$ cat config.mk
export PLATFORM = sky130hd
export DESIGN_NAME = bin2bcd_stream_flat
export DESIGN_NICKNAME = d
export VERILOG_FILES = /design/src/rtl/bcd_pkg.sv /design/src/rtl/bin2bcd_stream_if.sv /design/src/rtl/bcd_digit_adj.sv /design/src/rtl/bin2bcd_stream.sv /design/src/flat_wrapper.sv
export SDC_FILE = /design/constraint.sdc
export NUM_CORES = 1
export LEC_CHECK = 0
export BUFFER_PORTS_ARGS = -buffer_cell sky130_fd_sc_hd__buf_2
export CAP_MARGIN = 40
export CORE_ASPECT_RATIO = 1.2
export CORE_MARGIN = 1
export CORE_UTILIZATION = 51
export CTS_CLUSTER_SIZE = 20
export DETAILED_ROUTE_END_ITERATION = 10
export PLACE_DENSITY = 0.77
export SLEW_MARGIN = 30
export SYNTH_ARGS = -nofsm -noshare
export SYNTH_HDL_FRONTEND = slang
export SYNTH_SLANG_ARGS = --single-unit
$ cat constraint.sdc
create_clock -name clk -period 1.8 [get_ports clk]
set_clock_uncertainty 0.15 [all_clocks]
set_input_delay 0.09 -clock clk [delete_from_list [all_inputs] [get_ports clk]]
set_output_delay 0.09 -clock clk [all_outputs]
set_load 0.05 [all_outputs]
$ cat src/rtl/bcd_pkg.sv
// rtl/bcd_pkg.sv - shared types and constants for the binary-to-BCD stream converter
package bcd_pkg;

  // Converter control states; any other encoding recovers to S_IDLE.
  typedef enum logic [1:0] {
    S_IDLE = 2'd0,
    S_CONV = 2'd1,
    S_DONE = 2'd2
  } state_t;

  typedef logic [3:0] bcd_digit_t;

  // A digit of 5 or more would become >= 10 after the next doubling,
  // so it is pre-corrected by 3 before the shift.
  localparam bcd_digit_t ADD3_THRESH = 4'd5;
  localparam bcd_digit_t ADD3_VAL    = 4'd3;

  // Double-dabble correction for one digit; legal inputs 0..9 never wrap.
  function automatic bcd_digit_t add3(input bcd_digit_t d);
    return (d >= ADD3_THRESH) ? bcd_digit_t'(d + ADD3_VAL) : d;
  endfunction

endpackage

$ cat src/rtl/bin2bcd_stream_if.sv
// rtl/bin2bcd_stream_if.sv - input/output handshake bundle of the BCD converter
interface bin2bcd_stream_if #(
  parameter int IN_W   = 32,
  parameter int DIGITS = 10
);
  localparam int ND_W = $clog2(DIGITS + 1);

  logic                  in_valid;
  logic                  in_ready;
  logic [IN_W-1:0]       in_data;
  logic                  in_signed;
  logic                  out_valid;
  logic                  out_ready;
  logic [4*DIGITS-1:0]   out_bcd;
  logic                  out_neg;
  logic [ND_W-1:0]       out_ndigits;
  logic                  out_ovf;

  // Producer of words and consumer of results.
  modport master (
    output in_valid, in_data, in_signed, out_ready,
    input  in_ready, out_valid, out_bcd, out_neg, out_ndigits, out_ovf
  );

  // The converter itself.
  modport slave (
    input  in_valid, in_data, in_signed, out_ready,
    output in_ready, out_valid, out_bcd, out_neg, out_ndigits, out_ovf
  );

endinterface

$ cat src/rtl/bcd_digit_adj.sv
// rtl/bcd_digit_adj.sv - combinational +3 correction of a single BCD digit
module bcd_digit_adj
  import bcd_pkg::*;
(
  input  bcd_digit_t din,
  output bcd_digit_t dout
);

  assign dout = add3(din);

endmodule

$ cat src/rtl/bin2bcd_stream.sv
// rtl/bin2bcd_stream.sv - iterative shift/add-3 binary-to-BCD converter with handshakes
module bin2bcd_stream
  import bcd_pkg::*;
#(
  parameter int IN_W      = 32,
  parameter int DIGITS    = 10,
  parameter int SIGNED_EN = 1,
  parameter int CNT_W     = $clog2(IN_W + 1),
  parameter int ND_W      = $clog2(DIGITS + 1)
) (
  input logic              clk,
  input logic              rst_n,
  bin2bcd_stream_if.slave  bus
);

  state_t               state;
  state_t               state_nxt;
  logic                 in_ready_c;
  logic                 out_valid_c;
  logic                 accept;
  logic                 in_neg;
  logic [IN_W-1:0]      in_mag;
  logic [IN_W-1:0]      mag;
  logic [4*DIGITS-1:0]  acc;
  logic [4*DIGITS-1:0]  adj;
  logic                 neg;
  logic                 ovf;
  logic [CNT_W-1:0]     cnt;
  logic [ND_W-1:0]      ndigits;

  assign accept = bus.in_valid && in_ready_c;

  // Sign is only honoured when the build enables it and the word asks for it.
  assign in_neg = (SIGNED_EN != 0) && bus.in_signed && bus.in_data[IN_W-1];

  // Two's-complement magnitude; the most negative value maps to 2^(IN_W-1)
  // naturally because the magnitude is treated as unsigned.
  assign in_mag = in_neg ? (~bus.in_data + IN_W'(1)) : bus.in_data;

  // One correction cell per digit, all applied before the shift of the cycle.
  for (genvar g = 0; g < DIGITS; g++) begin : g_adj
    bcd_digit_adj u_adj (
      .din  (acc[4*g +: 4]),
      .dout (adj[4*g +: 4])
    );
  end

  // State register.
  always_ff @(posedge clk or negedge rst_n) begin
    if (!rst_n) begin
      state <= S_IDLE;
    end else begin
      state <= state_nxt;
    end
  end

  // Next-state and handshake outputs; the converter never accepts while busy
  // or while a result is still waiting to be taken.
  always_comb begin
    state_nxt   = state;
    in_ready_c  = 1'b0;
    out_valid_c = 1'b0;
    case (state)
      S_IDLE: begin
        in_ready_c = 1'b1;
        if (bus.in_valid) begin
          state_nxt = S_CONV;
        end
      end
      S_CONV: begin
        if (cnt == CNT_W'(1)) begin
          state_nxt = S_DONE;
        end
      end
      S_DONE: begin
        out_valid_c = 1'b1;
        if (bus.out_ready) begin
          state_nxt = S_IDLE;
        end
      end
      default: begin
        state_nxt = S_IDLE;
      end
    endcase
  end

  // Datapath: load on accept, then one fused add-3/shift per cycle; the
  // result registers simply hold in S_DONE so backpressure needs no extra copy.
  always_ff @(posedge clk or negedge rst_n) begin
    if (!rst_n) begin
      mag <= '0;
      acc <= '0;
      neg <= 1'b0;
      ovf <= 1'b0;
      cnt <= '0;
    end else begin
      case (state)
        S_IDLE: begin
          if (accept) begin
            mag <= in_mag;
            neg <= in_neg;
            acc <= '0;
            ovf <= 1'b0;
            cnt <= CNT_W'(IN_W);
          end
        end
        S_CONV: begin
          acc <= {adj[4*DIGITS-2:0], mag[IN_W-1]};
          mag <= {mag[IN_W-2:0], 1'b0};
          cnt <= cnt - CNT_W'(1);
          // A bit leaving the top digit means the value needs more digits.
          if (adj[4*DIGITS-1]) begin
            ovf <= 1'b1;
          end
        end
        default: begin
        end
      endcase
    end
  end

  // Significant-digit count: highest nonzero digit + 1, at least 1; an
  // overflowed result always reports the full width.
  always_comb begin
    ndigits = ND_W'(1);
    for (int i = 0; i < DIGITS; i++) begin
      if (acc[4*i +: 4] != 4'd0) begin
        ndigits = ND_W'(i + 1);
      end
    end
    if (ovf) begin
      ndigits = ND_W'(DIGITS);
    end
  end

  assign bus.in_ready    = in_ready_c;
  assign bus.out_valid   = out_valid_c;
  assign bus.out_bcd     = acc;
  assign bus.out_neg     = neg;
  assign bus.out_ovf     = ovf;
  assign bus.out_ndigits = ndigits;

endmodule

$ cat src/flat_wrapper.sv
// flat-port wrapper written by rule: the top's interface ports become plain ports
module bin2bcd_stream_flat import bcd_pkg::*;
#(
  parameter int IN_W      = 32,
  parameter int DIGITS    = 10,
  parameter int SIGNED_EN = 1,
  parameter int CNT_W     = $clog2(IN_W + 1),
  parameter int ND_W      = $clog2(DIGITS + 1)
)
  (clk, rst_n, bus_in_valid, bus_in_data, bus_in_signed, bus_out_ready, bus_in_ready, bus_out_valid, bus_out_bcd, bus_out_neg, bus_out_ndigits, bus_out_ovf);
  bin2bcd_stream_if #(.IN_W(IN_W), .DIGITS(DIGITS)) bus_i ();
  input logic clk;
  input logic rst_n;
  input wire logic [$bits(bus_i.in_valid)-1:0] bus_in_valid;
  input wire logic [$bits(bus_i.in_data)-1:0] bus_in_data;
  input wire logic [$bits(bus_i.in_signed)-1:0] bus_in_signed;
  input wire logic [$bits(bus_i.out_ready)-1:0] bus_out_ready;
  output wire logic [$bits(bus_i.in_ready)-1:0] bus_in_ready;
  output wire logic [$bits(bus_i.out_valid)-1:0] bus_out_valid;
  output wire logic [$bits(bus_i.out_bcd)-1:0] bus_out_bcd;
  output wire logic [$bits(bus_i.out_neg)-1:0] bus_out_neg;
  output wire logic [$bits(bus_i.out_ndigits)-1:0] bus_out_ndigits;
  output wire logic [$bits(bus_i.out_ovf)-1:0] bus_out_ovf;
  assign bus_i.in_valid = bus_in_valid;
  assign bus_i.in_data = bus_in_data;
  assign bus_i.in_signed = bus_in_signed;
  assign bus_i.out_ready = bus_out_ready;
  assign bus_in_ready = bus_i.in_ready;
  assign bus_out_valid = bus_i.out_valid;
  assign bus_out_bcd = bus_i.out_bcd;
  assign bus_out_neg = bus_i.out_neg;
  assign bus_out_ndigits = bus_i.out_ndigits;
  assign bus_out_ovf = bus_i.out_ovf;
  bin2bcd_stream #(.IN_W(IN_W), .DIGITS(DIGITS), .SIGNED_EN(SIGNED_EN), .CNT_W(CNT_W), .ND_W(ND_W)) u_core (.clk(clk), .rst_n(rst_n), .bus(bus_i));
endmodule
==> flow_metrics.env, run 1 <==
export IMPL_status="complete, but fails checks"
export IMPL_failed_checks="negative setup slack"
export IMPL_grt_start_max_net_pins=38
export IMPL_core_um2=9080
export IMPL_power_density_nw_per_um2=1770
export IMPL_place_ws_ps=-465
export IMPL_fin_nets=786
export IMPL_drive_above_1_share_pct=41.1
export IMPL_yosys_warnings=0
export IMPL_first_iter_violations=356
export IMPL_synth_area_leaders="dfrtp_1 43%, ha_1 6.2%, o21ai_0 5.4%, xnor2_1 4.6%, xor2_1 4.4%"
export IMPL_tightest_slew_ps=497
export IMPL_maxCapViolations=0
export IMPL_synth_adder_area_share_pct=6.25
export IMPL_drtAntennaViolNets=0
export IMPL_critPathCaptureType="primary output"
export IMPL_synth_top_family_by_area="compound AO/OA/AOI/OAI gates"
export IMPL_cp_arrival_ps=1840
export IMPL_synth_compound_area_share_pct=24.4
export IMPL_ys_ff_latch=82
export IMPL_synthSimpleGateAreaFrac_pct=13.3
export IMPL_grt_usage_pct=30.1
export IMPL_clk_latency_ps=370
export IMPL_grt_pass1_wl_um=23200
export IMPL_fillers=576
export IMPL_seqPwrFrac_pct=27.3
export IMPL_synth_commonest_cells="82 x dfrtp_1, 52 x o21ai_0, 39 x a21oi_1, 39 x nor2_1, 34 x nand2_1"
export IMPL_portBuffers=84
export IMPL_final_area_um2=7100
export IMPL_p_total_mw=12.6
export IMPL_drt_wl_total_um=14900
export IMPL_fin_crit_ps=2080
export IMPL_yosysTopAreaCell="dfrtp_1"
export IMPL_diodes=0
export IMPL_grt_pass1_vias=5085
export IMPL_placed_area_um2=6130
export IMPL_synth_xor_xnor_area_share_pct=8.93
export IMPL_fp_dieH_um=108
export IMPL_initial_core_util_pct=52.9
export IMPL_setup_slack_ps=-277
export IMPL_final_cells=850
export IMPL_die_w_um=90.6
export IMPL_max_slew_margin_pct=66.5
export IMPL_wl_per_cell_um=17.5
export IMPL_seqCellArea_um2=2080
export IMPL_die_area_um2=9820
export IMPL_dp_hpwl_um=9490
export IMPL_clockBufferDepth=2
export IMPL_drtPass1Iterations=5
export IMPL_cts_tree="yes"
export IMPL_clkSinkCount=82
export IMPL_worstPathMaxFanout=2
export IMPL_seq_area_frac_synth_pct=42.7
export IMPL_power_frac_clock_pct=11.1
export IMPL_synth_most_common_cell="dfrtp_1"
export IMPL_synth_distinct_cells=47
export IMPL_rows=38
export IMPL_power_frac_comb_pct=61.6
export IMPL_remaining_drc_errors=0
export IMPL_crit_required_ps=1560
export IMPL_drv_slew=0
export IMPL_synthMuxAreaShare_pct=0.208
export IMPL_syn_cell_area_um2=4810
export IMPL_syn2layout_area_growth_pct=47.7
export IMPL_grt_antenna_before_repair=0
export IMPL_cp_start_kind="register"
export IMPL_vias=4987
export IMPL_avgSynthCellArea_um2=9.22
export IMPL_hold_viol=0
export IMPL_synthCells=521
export IMPL_syn_nets=582
export IMPL_multi_input_area_um2=2980
export IMPL_setup_viol=4
export IMPL_p_int_mw=6.53
export IMPL_swShare_pct=48.1
export IMPL_cts_root_buffer="clkbuf_8"
export IMPL_synth_edf_count=0
export IMPL_overflow=0
export IMPL_viasPerCell=5.87
export IMPL_cts_buffers=9
export IMPL_ir_drop_mv=0.656
export IMPL_rsz0062_at_grt="true"
export IMPL_critPathKind="reg -> out"
export IMPL_ys_flop_type="dfrtp_1"
export IMPL_power_leakage_nw=3.17
export IMPL_routabilityCongestion=0.931
export IMPL_switchingPower_mw=6.04
export IMPL_finalSetupTns_ps=-887
export IMPL_htree_levels=3
export IMPL_ios=85
export IMPL_fmax_ghz=0.481
export IMPL_placedCellCount=780
export IMPL_clkTransAtPathRegs_ps=80
export IMPL_synth_top_area_share_pct=42.7
export IMPL_hp_class="in -> reg"
export IMPL_async_reset_ff_share_pct=100
export IMPL_timing_final_crit_share_pct=115
sequential cells by signal, indices dropped and copies added, names as in the netlist:
name                flops
u_core.bus.out_bcd     40
u_core.bus.out_neg      1
u_core.bus.out_ovf      1
u_core.cnt              6
u_core.mag             32
u_core.state            2
cells in the final DEF (no fill, tap or decap), types with 4 or more instances in the layout:
cell | Yosys | final
a22oi_1 | 15 | 15
buf_2 | 1 | 79
nor3b_4 | 0 | 5
a31oi_1 | 7 | 5
nor2_1 | 39 | 34
nand3_1 | 7 | 5
dlygate4sd3_1 | 0 | 26
dfrtp_1 | 82 | 63
inv_1 | 29 | 13
a21oi_4 | 0 | 5
nor2_2 | 0 | 4
buf_4 | 0 | 103
clkbuf_8 | 0 | 11
dfrtp_2 | 0 | 19
buf_6 | 0 | 5
nand2b_1 | 11 | 8
o21ai_0 | 52 | 47
xnor2_1 | 25 | 25
xor2_1 | 24 | 24
inv_2 | 0 | 14
o31ai_1 | 14 | 13
o32ai_1 | 11 | 11
a21oi_2 | 0 | 5
nand2_1 | 34 | 32
nor3_1 | 6 | 5
a32o_1 | 10 | 10
ha_1 | 24 | 14
a21oi_1 | 39 | 29
buf_12 | 0 | 4
o22ai_1 | 18 | 18
ha_4 | 0 | 10
per-layer routing:
| metal | vias up | track usage, % | routed length [um] |
|---|---|---|---|
| li1 | 2319 | - | - |
| met1 | 2425 | 33.1 | 5630 |
| met2 | 202 | 55.7 | 8040 |
| met3 | 41 | 6.26 | 726 |
| met4 | 0 | 13.6 | 460 |
| met5 | - | 0 | 0 |
worst paths after layout:
check | from | endpoint | slack, ps | cells after the start
max | u_core.bus.out_bcd[8] | bus_out_ndigits[1] | -280 | 7
max in group asynchronous | rst_n | u_core.bus.out_bcd[37] | 840 | 3
max reg2reg | u_core.bus.out_bcd[32] | u_core.bus.out_bcd[34] | 30 | 7
min in group asynchronous | rst_n | u_core.bus.out_bcd[17] | 40 | 2
min reg2reg | u_core.mag[2] | u_core.mag[2] | 340 | 2
min | bus_in_data[3] | u_core.mag[3] | 8 | 4
repair_timing:
action | in CTS | in global routing
gates cloned | 0 | 0
hold buffers | 27 | 0
setup endpoints to repair | 6 | 25
pin swaps | 10 | 13
gates resized for setup | 33 | 37
setup buffers | 12 | 16
hold endpoints to repair | 104 | 0
critical path, stage by stage, from the launching register on:
cell and delay [ps]:
dfrtp_2 420, inv_2 90, ha_4 140, nor3b_4 240, nand3_2 130, a21oi_4 220
o21ai_4 80, buf_6 150
metrics by stage:
| step | hold slack, ps | utilization, % |
|---|---|---|
| 3_3_place_gp | -93.0 | 67.5 |
| 5_1_grt | 51.1 | 78.2 |
| 4_1_cts | 3.07 | 75.0 |
| 6_report | 8.14 | 78.2 |
| 3_5_place_dp | -90.1 | 67.5 |
| 2_1_floorplan | -356 | - |
layout make-up:
class                           instances  share of cell area, %
Inverter                               29                   1.60
Tap cell                              120                   2.12
Timing Repair Buffer                  218                   22.2
Sequential cell                        82                   29.2
Clock inverter                          5                  0.740
Multi-Input combinational cell        385                   41.9
Clock buffer                           11                   2.13
power groups by stage:
stage / combinational, mW / clock [mW] / sequential [mW]
after global placement: 6.34 / 0 / 3.33
final: 7.74 / 1.40 / 3.43
after global routing: 8.39 / 1.47 / 3.52
after CTS: 7.06 / 1.40 / 3.35
after detailed placement: 6.58 / 0 / 3.38
after floorplan: 3.51 / 0 / 4.44
logic make-up (layout without fill, tap and decap cells):
logic type | Yosys count | in the layout
AOI/OAI and AO/OA | 183 | 183
xor gates and xnor gates | 49 | 49
adders and majority gates | 24 | 24
and+or+nand+nor | 128 | 128
buffers and inverters | 54 | 263
DFF | 82 | 82
muxes | 1 | 1
Power figures use the tool's default switching activity.
==> run 2: changes to the inputs <==
--- a/config.mk
+++ b/config.mk
@@ -9,11 +9,12 @@
 export CAP_MARGIN = 40
 export CORE_ASPECT_RATIO = 1.2
 export CORE_MARGIN = 1
-export CORE_UTILIZATION = 51
+export CORE_UTILIZATION = 52
 export CTS_CLUSTER_SIZE = 20
 export DETAILED_ROUTE_END_ITERATION = 10
 export PLACE_DENSITY = 0.77
 export SLEW_MARGIN = 30
 export SYNTH_ARGS = -nofsm -noshare
 export SYNTH_HDL_FRONTEND = slang
+export SYNTH_HIERARCHICAL = 1
 export SYNTH_SLANG_ARGS = --single-unit
==> run 2 against run 1 <==
- the flow still finishes with violations (negative setup slack)
- area after synthesis increased by 10%
- sequential cell count unchanged
- non-clock buffer count shrank 17
- die area up 7.9%
- sequential power hardly changed
- first-iteration DRC count decreased by 29%
- sequential share of layout area fell by 0.66 points
- maximum frequency shrank 5.0%
==> flow_metrics.env, run 2 <==
export IMPL_critPathMaxStageDelay_ps=400
export IMPL_timing_rr_start="u_core/state[0]"
export IMPL_crit_chain="nor4_1, buf_4, a21oi_2, o21ba_2, o21ai_2, a21boi_4, buf_6"
export IMPL_diodes=0
export IMPL_cpMaxStageDelayCell="dfrtp_2"
export IMPL_hold_viol=0
export IMPL_clkSinkCount=82
export IMPL_swShare_pct=48.4
export IMPL_layout_common_cells="141 x nand2_1, 94 x buf_4, 79 x buf_2"
export IMPL_grt_start_max_net_pins=61
export IMPL_ys_flop_type="dfrtp_1"
export IMPL_grt_usage_pct=28.5
export IMPL_fin_crit_ps=2190
export IMPL_vias=5449
export IMPL_htree_levels=3
export IMPL_largest_register_ffs=40
export IMPL_rsz0062_at_grt="true"
export IMPL_drt_wl_total_um=14800
export IMPL_cp_arrival_ps=1950
export IMPL_tightest_slew_ps=482
export IMPL_cts_tree="yes"
export IMPL_rrSetupSlack_ps=60
export IMPL_cts_root_buffer="clkbuf_16"
export IMPL_syn_cell_area_um2=5300
export IMPL_die_w_um=94.1
export IMPL_reg2reg_to="u_core/mag[30]"
export IMPL_cts_buffers=9
export IMPL_cp_start_kind="register"
export IMPL_setup_viol=4
export IMPL_r2r_cells=4
export IMPL_whs_path_depth=4
export IMPL_seq_area_frac_synth_pct=38.7
export IMPL_status="complete, but fails checks"
export IMPL_drtAntennaViolNets=0
export IMPL_yosys_warnings=6
export IMPL_wl_per_cell_um=15.5
export IMPL_timing_final_crit_share_pct=121
export IMPL_grt_pass1_wl_um=23800
export IMPL_drtPass1Iterations=5
export IMPL_drv_slew=0
export IMPL_crit_required_ps=1560
export IMPL_synth_commonest_cells="141 x nand2_1, 82 x dfrtp_1, 82 x o21ai_0"
export IMPL_seqPwrFrac_pct=25.5
export IMPL_dp_hpwl_um=10600
export IMPL_final_cells=954
export IMPL_first_iter_violations=254
export IMPL_remaining_drc_errors=0
export IMPL_max_slew_margin_pct=67.6
export IMPL_critPathKind="reg -> out"
export IMPL_critPathCaptureType="primary output"
export IMPL_core_um2=9960
export IMPL_overflow=0
export IMPL_synth_area_leaders="dfrtp_1 39%, nand2_1 10%, o21ai_0 7.7%, ha_1 5.4%, xnor2_1 3.1%"
export IMPL_clkTransAtPathRegs_ps=60
export IMPL_power_frac_clock_pct=13.3
export IMPL_grt_antenna_before_repair=0
export IMPL_placedCellCount=919
export IMPL_worstHoldStart="bus_in_data[28]"
export IMPL_async_reset_ff_share_pct=100
export IMPL_viasPerCell=5.71
export IMPL_syn2layout_area_growth_pct=37.7
export IMPL_hp_class="in -> reg"
export IMPL_synth_most_common_cell="nand2_1"
export IMPL_fmax_ghz=0.457
export IMPL_avgSynthCellArea_um2=8.22
export IMPL_failed_checks="negative setup slack"
export IMPL_synth_distinct_cells=51
export IMPL_rows=40
export IMPL_fp_dieH_um=113
export IMPL_clk_latency_ps=340
export IMPL_die_area_um2=10600
export IMPL_power_frac_comb_pct=61.3
export IMPL_fin_util_pct=73.2
export IMPL_portBuffers=84
export IMPL_yosysTopAreaCell="dfrtp_1"
export IMPL_p_int_mw=6.99
export IMPL_ios=85
export IMPL_synthCells=644
export IMPL_power_density_nw_per_um2=1860
export IMPL_final_common_cell="nand2_1"
export IMPL_clockBufferDepth=2
export IMPL_grt_pass1_vias=5363
export IMPL_worstPathMaxFanout=2
export IMPL_drive_above_1_share_pct=33.5
export IMPL_ys_ff_latch=82
export IMPL_p_total_mw=13.6
export IMPL_ir_drop_mv=0.648
export IMPL_hold_end="u_core/mag[28]"
export IMPL_maxCapViolations=0
export IMPL_fin_nets=883
export IMPL_syn_nets=704
export IMPL_initial_core_util_pct=53.2
export IMPL_power_leakage_nw=3.41
export IMPL_synth_edf_count=0
export IMPL_routabilityCongestion=0.932
export IMPL_synth_top_area_share_pct=38.7
export IMPL_switchingPower_mw=6.56
export IMPL_setup_slack_ps=-386
## run 2: changes by cell type after synthesis, moves of 9 or more
cell	delta
o32ai_1	-11
a32o_1	-10
o21ai_1	+10
a21oi_2	+10
nand2b_1	+11
nand2_1	+107
o21ai_0	+30
o22ai_1	-13
mux2i_1	+10
nor2_1	-10
or4_1	+9
a21oi_1	-26
## run 2: timing repair
action / CTS / global route
endpoints found under the hold margin: 96 / 0
setup buffers: 3 / 0
endpoints found under the setup margin: 6 / 23
gates resized for setup: 12 / 25
hold buffers: 16 / 0
pin swaps: 5 / 9
## run 2: worst max path at each step
| stage | startpoint | end | depth (start not counted) |
|---|---|---|---|
| 6_report | u_core/bus.out_bcd[9] | bus_out_ndigits[0] | 7 |
| 5_1_grt | u_core/bus.out_bcd[14] | bus_out_ndigits[0] | 6 |
| 4_1_cts | u_core/bus.out_bcd[18] | bus_out_ndigits[0] | 5 |
| 3_5_place_dp | bus_in_data[10] | u_core/mag[25] | 7 |
| 3_3_place_gp | bus_in_data[10] | u_core/mag[23] | 7 |
| 2_1_floorplan | u_core/bus.out_bcd[36] | bus_out_ndigits[2] | 4 |
## run 2: cell type report
cell class	instances	area, um^2
fill	753	2670
tap	126	158
multi-input combinational	503	3240
inverter	26	97.6
timing repair buffer	201	1430
clock buffer	13	240
sequential	82	2080
clock inverter	3	42.5
## run 2: stage by stage
step	cell area, um^2	hold slack (ps)	TNS (ps)	setup WS [ps]
final	7290	2.60	-1250	-386
after global routing	7290	18.6	-1470	-434
after CTS	7200	4.56	-1240	-401
after detailed placement	6700	-100	-3630	-304
after floorplan	5500	-356	-1260	-261
after global placement	6700	-105	-2480	-289
## run 2: cells by family after synthesis
family / synth area share, %
buf+inv: 4.42
flops: 38.7
compound gates: 21.6
mux: 2.29
xor+xnor: 5.79
simple gates: 21.7
fa+ha+maj: 5.43
## run 2: layer usage
| metal | part of all wire [%] | global-route usage, % | up-vias | wire length, um |
|---|---|---|---|---|
| met5 | 0 | 0 | - | 0 |
| met4 | 3.1 | 16.9 | 0 | 465 |
| met3 | 5.4 | 3.73 | 43 | 798 |
| met2 | 54 | 51.9 | 193 | 7950 |
| met1 | 38 | 31.1 | 2591 | 5590 |
| li1 | - | - | 2622 | - |
## run 2: worst max-delay path: cells and delay by family (launching register included)
kind | cells | cell delay, ps
buffers and inverters | 2 | 340
DFF | 1 | 400
AOI/OAI and AO/OA | 4 | 480
and+or+nand+nor | 1 | 380
## run 2: power groups by stage
stage	clock, mW	combinational (mW)	sequential, mW
after floorplan	0	3.95	5.10
after global placement	0	7.62	3.39
after detailed placement	0	7.98	3.45
after CTS	1.82	8.14	3.43
after global routing	1.89	9.10	3.53
final	1.80	8.30	3.45
